[src/rtl/muldiv_pkg.sv]
// Shared opcode and FSM encodings for the sequential multiply/divide engine.
package muldiv_pkg;

  // op[1] selects divide, op[0] selects unsigned
  typedef enum logic [1:0] {
    OP_MULT  = 2'b00,
    OP_MULTU = 2'b01,
    OP_DIV   = 2'b10,
    OP_DIVU  = 2'b11
  } op_e;

  typedef enum logic [1:0] {
    S_IDLE = 2'b00,
    S_PREP = 2'b01,
    S_RUN  = 2'b10,
    S_FIX  = 2'b11
  } state_e;

endpackage

[src/rtl/muldiv_negate.sv]
// Combinational conditional two's-complement negate.
module muldiv_negate #(
  parameter int W = 32
) (
  input  logic         neg_i,
  input  logic [W-1:0] x_i,
  output logic [W-1:0] y_o
);

  assign y_o = neg_i ? (~x_i + W'(1)) : x_i;

endmodule

[src/rtl/muldiv_seq.sv]
// Sequential signed/unsigned multiplier (shift-add) and divider (restoring),
// one iteration per cycle, with start/busy/done handshake.
module muldiv_seq
  import muldiv_pkg::*;
#(
  parameter int WIDTH     = 32,
  parameter bit SIGNED_EN = 1'b1
) (
  input  logic             clk,
  input  logic             reset,
  input  logic             start,
  input  logic [1:0]       op,
  input  logic [WIDTH-1:0] a,
  input  logic [WIDTH-1:0] b,
  output logic             busy,
  output logic             done,
  output logic             div_zero,
  output logic [WIDTH-1:0] hi,
  output logic [WIDTH-1:0] lo
);

  localparam int CNT_W = $clog2(WIDTH + 1);

  state_e             state_q, state_d;
  op_e                op_q, op_d;
  logic [WIDTH-1:0]   a_q, a_d, b_q, b_d;
  logic               sgn_a_q, sgn_a_d, sgn_b_q, sgn_b_d;
  logic [2*WIDTH-1:0] acc_q, acc_d;
  logic [CNT_W-1:0]   cnt_q, cnt_d;
  logic [WIDTH-1:0]   hi_q, hi_d, lo_q, lo_d;
  logic               done_q, done_d, dz_q, dz_d;

  logic               is_signed, is_div;
  logic [WIDTH-1:0]   a_mag, b_mag;
  logic [2*WIDTH-1:0] prod_fix;
  logic [WIDTH-1:0]   quo_fix, rem_fix;
  logic [WIDTH:0]     mul_sum, div_shift, div_diff;
  logic [2*WIDTH-1:0] mul_next, div_next;

  assign is_signed = SIGNED_EN && !op_q[0];
  assign is_div    = op_q[1];

  // Magnitudes: MIN maps to 2^(WIDTH-1) as an unsigned value, no width loss
  muldiv_negate #(.W(WIDTH)) u_mag_a (
    .neg_i(is_signed & a_q[WIDTH-1]), .x_i(a_q), .y_o(a_mag));
  muldiv_negate #(.W(WIDTH)) u_mag_b (
    .neg_i(is_signed & b_q[WIDTH-1]), .x_i(b_q), .y_o(b_mag));

  muldiv_negate #(.W(2*WIDTH)) u_fix_prod (
    .neg_i(sgn_a_q ^ sgn_b_q), .x_i(acc_q), .y_o(prod_fix));
  muldiv_negate #(.W(WIDTH)) u_fix_quo (
    .neg_i(sgn_a_q ^ sgn_b_q), .x_i(acc_q[WIDTH-1:0]), .y_o(quo_fix));
  muldiv_negate #(.W(WIDTH)) u_fix_rem (
    .neg_i(sgn_a_q), .x_i(acc_q[2*WIDTH-1:WIDTH]), .y_o(rem_fix));

  // Multiply: acc = {partial, multiplier}; add multiplicand on LSB, shift right with carry
  assign mul_sum  = {1'b0, acc_q[2*WIDTH-1:WIDTH]} + (acc_q[0] ? {1'b0, a_q} : '0);
  assign mul_next = {mul_sum, acc_q[WIDTH-1:1]};

  // Divide: acc = {remainder, quotient}; shift left, trial-subtract, restore on borrow
  assign div_shift = acc_q[2*WIDTH-1:WIDTH-1];
  assign div_diff  = div_shift - {1'b0, b_q};
  assign div_next  = div_diff[WIDTH]
                   ? {div_shift[WIDTH-1:0], acc_q[WIDTH-2:0], 1'b0}
                   : {div_diff[WIDTH-1:0],  acc_q[WIDTH-2:0], 1'b1};

  always_comb begin
    state_d = state_q;
    op_d    = op_q;
    a_d     = a_q;
    b_d     = b_q;
    sgn_a_d = sgn_a_q;
    sgn_b_d = sgn_b_q;
    acc_d   = acc_q;
    cnt_d   = cnt_q;
    hi_d    = hi_q;
    lo_d    = lo_q;
    dz_d    = dz_q;
    done_d  = 1'b0;
    unique case (state_q)
      S_IDLE: if (start) begin
        op_d    = op_e'(op);
        a_d     = a;
        b_d     = b;
        state_d = S_PREP;
      end
      S_PREP: begin
        sgn_a_d = is_signed & a_q[WIDTH-1];
        sgn_b_d = is_signed & b_q[WIDTH-1];
        a_d     = a_mag;
        b_d     = b_mag;
        acc_d   = is_div ? {{WIDTH{1'b0}}, a_mag} : {{WIDTH{1'b0}}, b_mag};
        dz_d    = 1'b0;
        if (is_div && b_q == '0) begin
          dz_d    = 1'b1;
          state_d = S_FIX;
        end else begin
          cnt_d   = CNT_W'(WIDTH);
          state_d = S_RUN;
        end
      end
      S_RUN: begin
        acc_d = is_div ? div_next : mul_next;
        cnt_d = cnt_q - CNT_W'(1);
        if (cnt_q == CNT_W'(1)) state_d = S_FIX;
      end
      S_FIX: begin
        if (!dz_q) begin
          if (is_div) begin
            hi_d = rem_fix;
            lo_d = quo_fix;
          end else begin
            hi_d = prod_fix[2*WIDTH-1:WIDTH];
            lo_d = prod_fix[WIDTH-1:0];
          end
        end
        done_d  = 1'b1;
        state_d = S_IDLE;
      end
      default: state_d = S_IDLE;
    endcase
  end

  always_ff @(posedge clk) begin
    if (!reset) begin
      state_q <= S_IDLE;
      op_q    <= OP_MULT;
      a_q     <= '0;
      b_q     <= '0;
      sgn_a_q <= 1'b0;
      sgn_b_q <= 1'b0;
      acc_q   <= '0;
      cnt_q   <= '0;
      hi_q    <= '0;
      lo_q    <= '0;
      done_q  <= 1'b0;
      dz_q    <= 1'b0;
    end else begin
      state_q <= state_d;
      op_q    <= op_d;
      a_q     <= a_d;
      b_q     <= b_d;
      sgn_a_q <= sgn_a_d;
      sgn_b_q <= sgn_b_d;
      acc_q   <= acc_d;
      cnt_q   <= cnt_d;
      hi_q    <= hi_d;
      lo_q    <= lo_d;
      done_q  <= done_d;
      dz_q    <= dz_d;
    end
  end

  assign busy     = (state_q != S_IDLE) | done_q;
  assign done     = done_q;
  assign div_zero = dz_q;
  assign hi       = hi_q;
  assign lo       = lo_q;

endmodule

[config.mk]
export PLATFORM = sky130hd
export DESIGN_NAME = muldiv_seq
export DESIGN_NICKNAME = d
export VERILOG_FILES = /design/src/rtl/muldiv_pkg.sv /design/src/rtl/muldiv_negate.sv /design/src/rtl/muldiv_seq.sv
export SDC_FILE = /design/constraint.sdc
export NUM_CORES = 1
export LEC_CHECK = 0
export ABC_CLOCK_PERIOD_IN_PS = 4200
export BUFFER_PORTS_ARGS = -buffer_cell sky130_fd_sc_hd__buf_2
export CORE_MARGIN = 5
export CORE_UTILIZATION = 55
export CTS_BUF_LIST = sky130_fd_sc_hd__clkbuf_16
export DETAILED_ROUTE_END_ITERATION = 8
export PLACE_DENSITY = 0.74
export SYNTH_ARGS = -nofsm -noshare
export SYNTH_HDL_FRONTEND = slang
export SYNTH_SLANG_ARGS = --single-unit
[constraint.sdc]
create_clock -name clk -period 4.2 [get_ports clk]
set_input_delay 0.21 -clock clk [delete_from_list [all_inputs] [get_ports clk]]
set_output_delay 0.21 -clock clk [all_outputs]
set_load 0.02 [all_outputs]
### Word-level counts from Yosys, hierarchy flattened

Cells that the tools add are included.
Widths: inputs -> output; s select.

* bits in latches: 0
* memories: 0
* word-level logic and storage cells: 73
* bits in read-only memories: 0
* bits in registers: 206
* input port bits: 69
* memory bits (writable): 0
* output and inout port bits: 67

* shift-type cells: 0
* multiply operators: 0
* add/sub/neg operators: 8
* bitwise logic cells: 10
* multiplexer cells: 24
* equal/unequal tests: 7
* magnitude comparators: 0
* reduce and logical (&&, ||, !) cells: 12
* divide/modulo/power cells: 0

Operators with widths (number)
* $mux 32: 10
* $mux 64: 3
* $add 32x1->32 const B: 4
* $not 32->32: 4
* $pmux 32 s2: 2
* $pmux 64 s2: 1
* $add 64x1->64 const B: 1
* $not 64->64: 1
* $add 32x32->33: 1
* $sub 33x32->33: 1
* $logic_not 32->1: 1
* $pmux 6 s2: 1
* $reduce_and 2->1: 5
* $pmux 2 s4: 1
* $eq 6x1->1 const B: 1
* $mux 6: 1
* $ne 2x2->1 const B: 3
* $reduce_bool 2->1: 3
* $sub 6x1->6 const B: 1
* $eq 2x2->1 const B: 2
* $mux 2: 2
* $mux 1: 3
* $and 1x1->1: 2
* $eq 2x1->1 const B: 1
* other kinds (6): 6

### Depth between registers and ports, before layout

Gate-level depths: netlist of the first run.

* word-level depth: 5
* depth in mapped cells: 15
* mapped depth without buffers: 14

### Hierarchy

A second synthesis of the first run with hierarchy kept.

* cells, all modules: 2162
* area, all modules: 18621.6 µm²

Modules (own cells, without submodules)
* muldiv_seq: sequential area each 4124.0 µm², area each 13864.5 µm², cells each 1560, instances 1
* muldiv_negate at u_fix_quo ...: sequential area each 0.0 µm², area each 777.0 µm², cells each 99, instances 4
* muldiv_negate at u_fix_prod: sequential area each 0.0 µm², area each 1649.1 µm², cells each 206, instances 1

### Least setup slack after synthesis of the first run

No wires, ideal clock.

* kind: register to register
* start point: register acc_q[0]
* end point: register acc_q[60]
* buffers on the path: 3
* library setup time: 0.120 ns
* clock period less this slack: 3.133 ns
* arrival: 3.013 ns
* cell stages (with the launch flop): 15
* path slack: 1.067 ns
* required time: 4.080 ns
* path through: dfxtp_1 > clkbuf_1 > clkbuf_1 > and2_1 > ha_1 > clkbuf_1 > and3_1 > and3_1 > a22o_1 > o22ai_1 > a31oi_1 > a311o_1 > a31oi_1 > mux2i_1 > a211o_1

* word-level cells in the longest chain between the ends: 4

RTL lines
* from (decl): RTL line muldiv_seq.sv:28 `logic [2*WIDTH-1:0] acc_q, acc_d;`
* from (signal assigned): RTL line muldiv_seq.sv:132 `acc_q <= '0;`
* from (signal assigned): RTL line muldiv_seq.sv:145 `acc_q <= acc_d;`
* $mux 32: RTL line muldiv_seq.sv:57 `assign mul_sum = {1'b0, acc_q[2*WIDTH-1:WIDTH]} + (acc_q[0] ? {1'b0, a_q} : '0);`
* $add 32x32->33: RTL line muldiv_seq.sv:57
* $mux 64: RTL line muldiv_seq.sv:103 `acc_d = is_div ? div_next : mul_next;`
* $pmux 64 s2: RTL line muldiv_seq.sv:80 `unique case (state_q)`

No other way between the ends.
A chain may end at the register's enable or synchronous reset.

### Worst setup path after layout of the first run

* start point: register acc_q[31]
* end point: register acc_q[48]

* word-level cells in the longest chain between the ends: 4

RTL lines
* $sub 33x32->33: RTL line muldiv_seq.sv:62 `assign div_diff = div_shift - {1'b0, b_q};`
* $mux 64: RTL line muldiv_seq.sv:64 `? {div_shift[WIDTH-1:0], acc_q[WIDTH-2:0], 1'b0}`
* $mux 64: RTL line muldiv_seq.sv:103
* $pmux 64 s2: RTL line muldiv_seq.sv:80

No other way between the ends.

==> results of run 1 <==
## metal layers
layer	track usage	part of all wire	wire length, um
met2	0.511	0.43	25000
met1	0.465	0.41	23800
met5	0	0	0
met4	0.134	0.046	2700
met3	0.0662	0.11	6660
## area by class of cell
type                    instances  area (um2)  share of cell area
clock buffers                  25         626              0.0342
repair buffers                220        1420              0.0779
flip-flops and latches        206        4130               0.226
multi-input cells            1681       11200               0.612
inverters                      75         284              0.0155
clock inverters                20         159             0.00869
well taps                     384         480              0.0263
## worst register-to-register path, stage by stage (launching register included)
cell and delay (ns):
dfxtp_1 0.45, inv_1 0.12, ha_1 0.24, fa_1 0.39, nand2b_1 0.23, a21oi_1 0.33
o21ai_0 0.22, o21ai_1 0.34, a211oi_2 0.20, xnor2_2 0.17, buf_4 0.35, buf_4 0.25
mux2i_1 0.20, o221ai_1 0.12
## cells in the mapped netlist, types with 34 or more instances
library cell  number
xnor2_1          106
nor2_1           248
mux2i_1           49
nor3_1            55
o21ai_0          130
a22oi_1           45
a211oi_1          63
clkbuf_1         115
dfxtp_1          206
and2_1            51
a21o_1            39
or3_1             40
a31oi_1           42
xor2_1            59
a21oi_1          173
inv_1             72
nand2_1          153
ha_1              74
nand3_1           34
## sequential cells by signal, indices dropped and copies added (netlist names)
name	flops
op_q	2
sgn_a_q	1
lo	32
cnt_q	6
b_q	32
hi	32
div_zero	1
state_q	2
acc_q	64
sgn_b_q	1
done	1
a_q	32
## power by group
group,internal (mW),switching (mW)
Combinational,2.71,4.62
Clock,1.21,0.924
Sequential,2.41,0.710
Total,6.33,6.26
## cell families (layout without fill, tap and decap cells)
family          Yosys count  count (layout)  share of synthesized area
mux                      77              77                     0.0642
compound gates          635             635                      0.256
xor+xnor                165             165                     0.0899
simple gates            728             728                      0.223
fa+ha+maj                76              76                     0.0601
buf+inv                 210             340                     0.0496
flops                   206             206                      0.257
## final timing paths
path / from / to / slack [ns]
hold reg to reg: hi[25]$_SDFFE_PN0P_ / hi[25]$_SDFFE_PN0P_ / 0.45
setup reg to reg: acc_q[31]$_SDFFE_PN0P_ / acc_q[48]$_SDFFE_PN0P_ / 0.43
setup / recovery: acc_q[31]$_SDFFE_PN0P_ / acc_q[48]$_SDFFE_PN0P_ / 0.43
hold / removal: b[1] / b_q[1]$_SDFFE_PN0P_ / 0.02
## cells in the final DEF (no fill, tap or decap), types with 14 or more instances in the layout
| cell | n |
|---|---|
| o21ai_0 | 130 |
| nand2b_1 | 25 |
| mux2i_1 | 49 |
| a22oi_1 | 45 |
| inv_1 | 76 |
| xor2_1 | 59 |
| a21o_1 | 39 |
| xnor2_1 | 105 |
| a211oi_1 | 63 |
| a21oi_1 | 173 |
| and2_1 | 51 |
| nor2_1 | 246 |
| nand3_1 | 34 |
| o211ai_1 | 15 |
| mux4_2 | 20 |
| buf_4 | 49 |
| and3_1 | 25 |
| or3_1 | 40 |
| a31oi_1 | 42 |
| nand2_1 | 153 |
| dlygate4sd3_1 | 34 |
| dfxtp_1 | 205 |
| ha_1 | 72 |
| nor3_1 | 55 |
| buf_2 | 135 |
| clkbuf_16 | 25 |
| nor4_1 | 22 |
| o21bai_1 | 14 |
| nor2b_1 | 18 |
## stage by stage
step           instance area (um2)  hold slack (ns)  total power [mW]
2_1_floorplan                16100            0.346              8.14
3_3_place_gp                 17200            0.438              10.1
3_5_place_dp                 17200            0.444              10.2
4_1_cts                      18300          0.00412              12.4
5_1_grt                      18300           0.0413              13.2
6_report                     18300           0.0178              12.6
==> results.md, run 1 <==
- Core area: 28800 um2
- Dpl hpwl: ~44 mm
- Final Hold Vio Count: 0
- Placed insts: 2532
- Final setup fails: 0
- Cts hold-fix bufs: 34
- # clock sinks: just over 200
- Max stage delay on crit path: 0.45 ns
- CTS Buf Count: 25
- Cells after Synth: 2097
- Worst-margin pin slew: roughly 1.2 ns
- CP max-delay cell: dfxtp_1
- Global route overflow: 0
- Die span in x: 181 um
- Top delay family on crit path: compound AO/OA/AOI/OAI gates
- Via/cell ratio: 6.48
- Startpoint types: flip-flop
- Power Density: 689 nW/um2
- Worst slew margin relative to its limit: 0.200
- Period utilization: 0.897
- CTS resizes: 0
- Layout cell share with drive strength beyond 1: 0.134
- CTS root buf: clkbuf_16
- CTS tree: yes
- Reg clk slew, reported paths: ~0.06 ns
- Initial antenna violation count: 1
- DRC violations left: 0
- DR iter-0 viols: 2231
- CP Class: reg -> reg
- Ant diodes: 0
- Port Buffers: 135
- Layout Cells excl Fill: 2611
- Post-Route Skew: 0.0163 ns
- Post-Syn Area: 16100 um2
- Synth Area per Inst: between 7 and 8 um2
- Post-synth top area share: 0.257
- CTS H-tree depth: 1
- Setup bufs post-CTS: 0
- Setup TNS Final: 0 ns
- Min Tclk post-route: 3.77 ns
- Worst path arrival time: around 4.2 ns
- Vias: 16900
- Post-synth top area cell: dfxtp_1
- Critical path depth: 13
- Slew Viols, Final: 0
- DR WL/cell: 22.3 um
- Clock Tree Buf Depth: 3
- DIE AREA: 32700 um2
- Top cells by area, synth: dfxtp_1 26%, nor2_1 5.8%, xnor2_1 5.8%, ha_1 5.8%, a21oi_1 5.4%
- Worst Path Required: 4.60 ns
- Synth-to-layout area growth: 13.8%
- Layout Nets: 2354
- Hold path depth: 3
- EDFF count, synth: 0
- Unrepaired setup endpoints after global routing: no
- Status: complete, no violations
- Max-Cap Viols: 0
- Number of global-route vias before repair: 15300
- Pleak: between 7 and 8 nW
- Distinct cell type count after synthesis: 85
- Routed Antenna Nets: 0
- Syn. warnings: 0
- Fill count: 2566
- Mapped Nets: approximately 2200
- Pre-CTS setup slack: 0.509 ns
- Setup crit end kind: flip-flop
- Crit-path cells: inv_1, ha_1, fa_1, nand2b_1, a21oi_1, o21ai_0, o21ai_1, a211oi_2, xnor2_2, buf_4, buf_4, mux2i_1, o221ai_1
- Final core occ: 0.635
- Fmax: 265 MHz
- Io pins: 136
- Die Ht: 181 um
- Tot GR Track Use: 0.334
- Primary FF master, synth: dfxtp_1
- WP buf/inv: 3
- Final WL: 58.2 mm
- Largest net degree at the start of global routing: 77
- Flop and latch count out of synthesis: slightly above 200
- First-pass GRT wire length: 88.3 mm
- R2R depth: 13
- Initial Utilization: 0.558
- Async S/R FF share, synth: 0
- RePlAce Congestion: 1.04
- Sequential area share after synthesis: 0.257
- VDD IR max: 0.418 mV
- CP most frequent cell: buf_4
- DR pass1 iterations: 6
- Final worst slack: 0.432 ns
- Row count: 62
- CP max FO: 23
- Hold Crit Class: in -> reg
- Worst skew pair latency: 0.56 ns
No activity file was read; power rests on OpenSTA's default activity.
==> run 2, diff against run 1 <==
Settings changed: BUFFER_PORTS_ARGS -buffer_cell sky130_fd_sc_hd__buf_2 to default, DONT_BUFFER_PORTS from default to 1, PLACE_DENSITY 0.74 to 0.7.
==> results.md, run 2 (synthesized netlist as in run 1, its figures left out) <==
- Status: complete, no violations
- CP Class: reg -> reg
- Largest net degree at the start of global routing: 80 (+3.9%)
- Area of the multi-input gates: 11200 um2 (about the same)
- Sequential cell fraction of total power: 0.257 (+0.009)
- Crit path from: acc_q[31]$_SDFFE_PN0P_
- CTS tree: yes
- Worst Path Required: 4.63 ns (+0.03 ns)
- Setup bufs post-CTS: 0 (unchanged)
- Initial Utilization: 0.558 (unchanged)
- Synth-to-layout area growth: 11.8%
- Hold Crit Class: in -> reg
- Critical path depth: 13 (unchanged)
- Commonest non-fill, non-tap cell in the layout: nor2_1
- Switch Pwr: 6.25 mW (about the same)
- CTS H-tree depth: 1 (unchanged)
- Final instance area: 18000 um2 (-1.7%)
- DRC violations left: 0 (unchanged)
- Power Density: 699 nW/um2 (+1.6%)
- Pre-CTS setup slack: 0.560 ns (+0.0515 ns)
- R2R depth: 13 (unchanged)
- Initial antenna violation count: 4 (+3)
- Max-Cap Viols: 0 (unchanged)
- DIE AREA: 32700 um2 (unchanged)
- RR Endpoint: acc_q[57]$_SDFFE_PN0P_
- Pleak: 7.05 nW (-6.6%)
- Sw Ratio: 0.498 (about the same)
- CTS Buf Count: 25 (unchanged)
- Cts hold-fix bufs: 70 (+110%)
- Power after layout: 12.6 mW (-0.14%)
- Reg clk slew, reported paths: 0.06 ns (about the same)
- Reg-to-reg startpoint: acc_q[31]$_SDFFE_PN0P_
- Min Tclk post-route: 3.70 ns (-0.0654 ns)
- # clock sinks: 206 (unchanged)
- Port Buffers: 0 (-100%)
- Routed Antenna Nets: 0 (unchanged)
- DR iter-0 viols: 1921 (-14%)
- Pint: 6.31 mW (-0.19%)
- Placed cell area: 16400 um2 (-4.1%)
- Most frequent cells in the layout: 246 x nor2_1, 205 x dfxtp_1, 173 x a21oi_1
- DR WL/cell: 23.2 um (+3.9%)
- Layout Nets: 2250 (-4.4%)
- WP buf/inv: 2 (-1)
- First-pass GRT wire length: 89.2 mm (+1.0%)
- Core area: 28800 um2 (unchanged)
- Unrepaired setup endpoints after global routing: no
- Via/cell ratio: 6.52 (+0.65%)
- Clock Tree Buf Depth: 3 (unchanged)
- Max reg flops: 64 (unchanged)
- Combinational share of power: 0.569 (-0.014)
- VDD IR max: 0.439 mV (+4.9%)
- CP max-delay cell: dfxtp_1
- Period utilization: 0.882 (-0.0156)
- Row count: 62 (unchanged)
- Worst path arrival time: 4.13 ns (-0.04 ns)
- Worst setup path end: acc_q[57]$_SDFFE_PN0P_
- CP max FO: 39 (+70%)
- DR pass1 iterations: 6 (unchanged)
- Register area: 4130 um2 (unchanged)
- CTS resizes: 0 (unchanged)
- Die Ht: 181 um (unchanged)
- Final worst slack: 0.497 ns (+0.0654 ns)
- Final WL: 58.1 mm (-0.14%)
- Top delay family on crit path: compound AO/OA/AOI/OAI gates
- Post-Route Skew: 0.0145 ns (-0.00178 ns)
- Slew Viols, Final: 0 (unchanged)
- Layout cell share with drive strength beyond 1: 0.0745 (-0.0593)
- Fin Hold WS: 0.0509 ns (+0.0331 ns)
- Startpoint types: flip-flop
- Setup crit end kind: flip-flop
- Worst-margin pin slew: 1.14 ns (-0.0610 ns)
- Final setup fails: 0 (unchanged)
- Setup TNS Final: 0 ns (unchanged)
- Max stage delay on crit path: 0.46 ns (about the same)
- Largest Register: acc_q
- RePlAce Congestion: 1.08 (+3.9%)
- Vias: 16400 (-3.2%)
- Final Hold Vio Count: 0 (unchanged)
- CP most frequent cell: nand2b_1
- Worst slew margin relative to its limit: 0.241 (+0.0407)
- Global route overflow: 0 (unchanged)
- Worst skew pair latency: 0.55 ns (about the same)
- Die span in x: 181 um (unchanged)
- CTS root buf: clkbuf_16
- Io pins: 136 (unchanged)
- Fill count: 2619 (+2.1%)
- Tot GR Track Use: 0.337 (+0.00215)
- Crit-path cells: inv_1, ha_1, fa_1, nand2b_1, a21oi_1, o21ai_0, o21ai_1, a211oi_2, xnor2_2, buf_12, nand2b_1, or3_1, o311a_1
- Clock power share: 0.173 (+0.004)
- Number of global-route vias before repair: 15100 (-1.6%)
- Fmax: 270 MHz (+1.8%)
- Dpl hpwl: 44.0 mm (-0.46%)
- Reg-to-reg slack, setup: 0.50 ns (+0.07 ns)
==> run 2: cell types whose count changed in the layout (fill, tap and decap cells not counted), sizes merged <==
cell | before | now
buf | 186 | 47
bufinv | 2 | 3
clkinv | 13 | 10
diode | 0 | 5
dlygate4sd3 | 34 | 69
==> run 2: worst reg2reg max path: stages (launching register included) <==
cell      delay, ns
dfxtp_1        0.46
inv_1          0.12
ha_1           0.25
fa_1           0.44
nand2b_1       0.22
a21oi_1        0.30
o21ai_0        0.21
o21ai_1        0.32
a211oi_2       0.19
xnor2_2        0.18
buf_12         0.21
nand2b_1       0.21
or3_1          0.38
o311a_1        0.11
==> run 2: how the worst min path moves through the flow <==
stage	slack, ns	to	cells after the start	start
after floorplan	0.35	a_q[0]$_SDFFE_PN0P_	2	a[0]
after global placement	0.34	acc_q[21]$_SDFFE_PN0P_	1	reset
after detailed placement	0.34	acc_q[21]$_SDFFE_PN0P_	1	reset
after CTS	0.02	a_q[19]$_SDFFE_PN0P_	4	a[19]
after global routing	0.10	acc_q[63]$_SDFFE_PN0P_	4	reset
final	0.05	a_q[19]$_SDFFE_PN0P_	4	a[19]
==> run 2: per-layer routing <==
metal | up-vias | routed length [um] | global-route usage
li1 | 7662 | - | -
met1 | 7631 | 24400 | 0.473
met2 | 946 | 25000 | 0.517
met3 | 119 | 6840 | 0.0736
met4 | 2 | 1920 | 0.106
met5 | - | 13 | 0
==> run 2: cell type report <==
type,instances,share of cell area
Sequential cell,206,0.230
Timing Repair Buffer,116,0.0602
Antenna cell,5,0.000696
Clock inverter,18,0.00975
Multi-Input combinational cell,1681,0.622
Inverter,75,0.0158
Tap cell,384,0.0267
Clock buffer,25,0.0348
==> run 2: power groups by stage <==
stage	Combinational (mW)	Clock, mW	Sequential [mW]
after floorplan	5.18	0	2.96
after global placement	6.80	0	3.23
after detailed placement	6.86	0	3.25
after CTS	6.97	2.20	3.21
after global routing	7.70	2.27	3.30
final	7.15	2.18	3.23
==> run 2: stage by stage <==
step | std cells | util
2_1_floorplan | 2097 | -
3_3_place_gp | 2392 | 0.571
3_5_place_dp | 2392 | 0.571
4_1_cts | 2505 | 0.624
5_1_grt | 2506 | 0.624
6_report | 2510 | 0.624
==> run 3, diff against run 2 <==
Settings changed: ABC_CLOCK_PERIOD_IN_PS 4200 to 3150, CTS_CLUSTER_DIAMETER from default to 40, PLACE_DENSITY 0.7 to 0.73, SLEW_MARGIN from default to 20.
Clock period 4.2 ns to 3.15 ns, I/O delays scaled along.
==> results.md, run 3 (synthesized netlist as in run 1, its figures left out) <==
- Hold Crit Class: in -> reg
- Final Hold Vio Count: 0 (unchanged)
- DRC violations left: 0 (unchanged)
- Pleak: 8.29 nW (+18%)
- Core area: 28800 um2 (unchanged)
- Crit path from: a_q[5]$_SDFFE_PN0P_
- Reg-to-reg slack, setup: 0.07 ns (-0.43 ns)
- Min Tclk post-route: 3.08 ns (-0.621 ns)
- RePlAce Congestion: 1.05 (-2.5%)
- Port Buffers: 0 (unchanged)
- Initial antenna violation count: 5 (+1)
- Commonest non-fill, non-tap cell in the layout: nor2_1
- Placed insts: 2581 (+7.9%)
- Initial Utilization: 0.558 (unchanged)
- DR pass1 iterations: 6 (unchanged)
- Via/cell ratio: 6.47 (-0.81%)
- Die span in x: 181 um (unchanged)
- Startpoint types: flip-flop
- Routed Antenna Nets: 0 (unchanged)
- Worst path arrival time: 3.46 ns (-0.67 ns)
- Dpl hpwl: 48.5 mm (+10%)
- VDD IR max: 0.577 mV (+32%)
- Synth-to-layout area growth: 24.9%
- Largest Register: acc_q
- DIE AREA: 32700 um2 (unchanged)
- DR WL/cell: 23.4 um (+1.1%)
- Setup crit end kind: flip-flop
- Max reg flops: 64 (unchanged)
- CP Class: reg -> reg
- Post-Route Skew: 0.0268 ns (+0.0123 ns)
- Global route overflow: 0 (unchanged)
- Largest net degree at the start of global routing: 71 (-11%)
- Most frequent cells in the layout: 245 x nor2_1, 234 x buf_4, 201 x dfxtp_1
- Max-Cap Viols: 0 (unchanged)
- Worst skew pair latency: 0.54 ns (about the same)
- CTS H-tree depth: 2 (+1)
- Row count: 62 (unchanged)
- Worst slew margin relative to its limit: 0.398 (+0.157)
- Tot GR Track Use: 0.371 (+0.0342)
- First-pass GRT wire length: 97.0 mm (+8.8%)
- Min-delay src: a[19]
- DR iter-0 viols: 2247 (+17%)
- Reg clk slew, reported paths: 0.05 ns (about the same)
- Period utilization: 0.978 (+0.0969)
- Layout cell share with drive strength beyond 1: 0.174 (+0.0998)
- Worst Path Required: 3.53 ns (-1.10 ns)
- Fill count: 2348 (-10%)
- Power Density: 955 nW/um2 (+37%)
- Setup TNS Final: 0 ns (unchanged)
- CTS root buf: clkbuf_16
- Clock Tree Buf Depth: 3 (unchanged)
- Number of global-route vias before repair: 16600 (+9.9%)
- Status: complete, no violations
- CTS tree: yes
- Slew Viols, Final: 0 (unchanged)
- CP max FO: 4 (-90%)
- Layout Cells excl Fill: 2728 (+8.7%)
- Final WL: 63.9 mm (+9.9%)
- Die Ht: 181 um (unchanged)
- CTS Buf Count: 38 (+52%)
- # clock sinks: 206 (unchanged)
- Layout Nets: 2456 (+9.2%)
- Io pins: 136 (unchanged)
- Power after layout: 19.2 mW (+52%)
- Fmax: 324 MHz (+20%)
- Final setup fails: 0 (unchanged)
- Vias: 17600 (+7.8%)
- Reg-to-reg startpoint: a_q[5]$_SDFFE_PN0P_
- Worst-margin pin slew: 0.903 ns (-0.235 ns)
[run 3: what timing repair did]
| item | 4_1_cts | 5_1_grt |
|---|---|---|
| pin swaps | 0 | 14 |
| hold endpoints to repair | 96 | 0 |
| resized for setup | 4 | 44 |
| setup endpoints to repair | 7 | 26 |
| hold buffers | 70 | 0 |
| gates cloned | 0 | 1 |
| setup buffers | 0 | 3 |
[run 3: metal layers]
metal,vias to the layer above,share of wire,global-route usage,routed length (um)
met3,187,0.13,0.108,8050
met1,8283,0.40,0.499,25500
met2,1074,0.43,0.558,27300
li1,8087,-,-,-
met4,6,0.047,0.151,3000
met5,-,0.00044,0,28
[run 3: cell type report]
| class | instances | area [um2] | area share |
|---|---|---|---|
| Sequential cell | 206 | 4130 | 0.206 |
| Antenna cell | 3 | 7.51 | 0.000374 |
| Timing Repair Buffer | 309 | 2540 | 0.127 |
| Multi-Input combinational cell | 1681 | 11400 | 0.566 |
| Clock inverter | 31 | 287 | 0.0143 |
| Clock buffer | 39 | 976 | 0.0486 |
| Tap cell | 384 | 480 | 0.0239 |
| Inverter | 75 | 284 | 0.0142 |
[run 3: final timing paths]
check                                               to  cells past startpoint
worst max-delay path            acc_q[43]$_SDFFE_PN0P_                     12
worst min-delay path              a_q[19]$_SDFFE_PN0P_                      4
worst max register to register  acc_q[43]$_SDFFE_PN0P_                     12
worst min register to register     b_q[8]$_SDFFE_PN0P_                      2
[run 3: worst max-delay path, stage by stage, from the launching register on]
cell      delay, ns
dfxtp_1        0.51
and2_1         0.22
ha_1           0.25
a21o_1         0.19
or3_1          0.33
o21a_4         0.24
buf_4          0.13
a21o_1         0.17
a21o_1         0.19
a21o_1         0.18
a21oi_1        0.17
xor2_1         0.20
o221ai_1       0.15
[run 3: report_power, final]
group | switching (mW) | leakage [nW] | internal [mW] | total [mW]
registers | 0.873 | 1.68 | 3.22 | 4.09
logic | 6.68 | 5.98 | 4.29 | 11.0
clock network | 1.51 | 0.628 | 2.60 | 4.10
[run 3: through the flow]
stage	instance area, um2	setup slack [ns]	utilization	hold slack, ns
after floorplan	16100	0.0173	-	0.293
after global placement	17900	-0.0739	0.621	0.287
after detailed placement	17900	-0.102	0.621	0.295
after CTS	19900	0.00251	0.690	0.00340
after global routing	20100	-0.0565	0.697	0.0521
final	20100	0.0679	0.697	0.00836
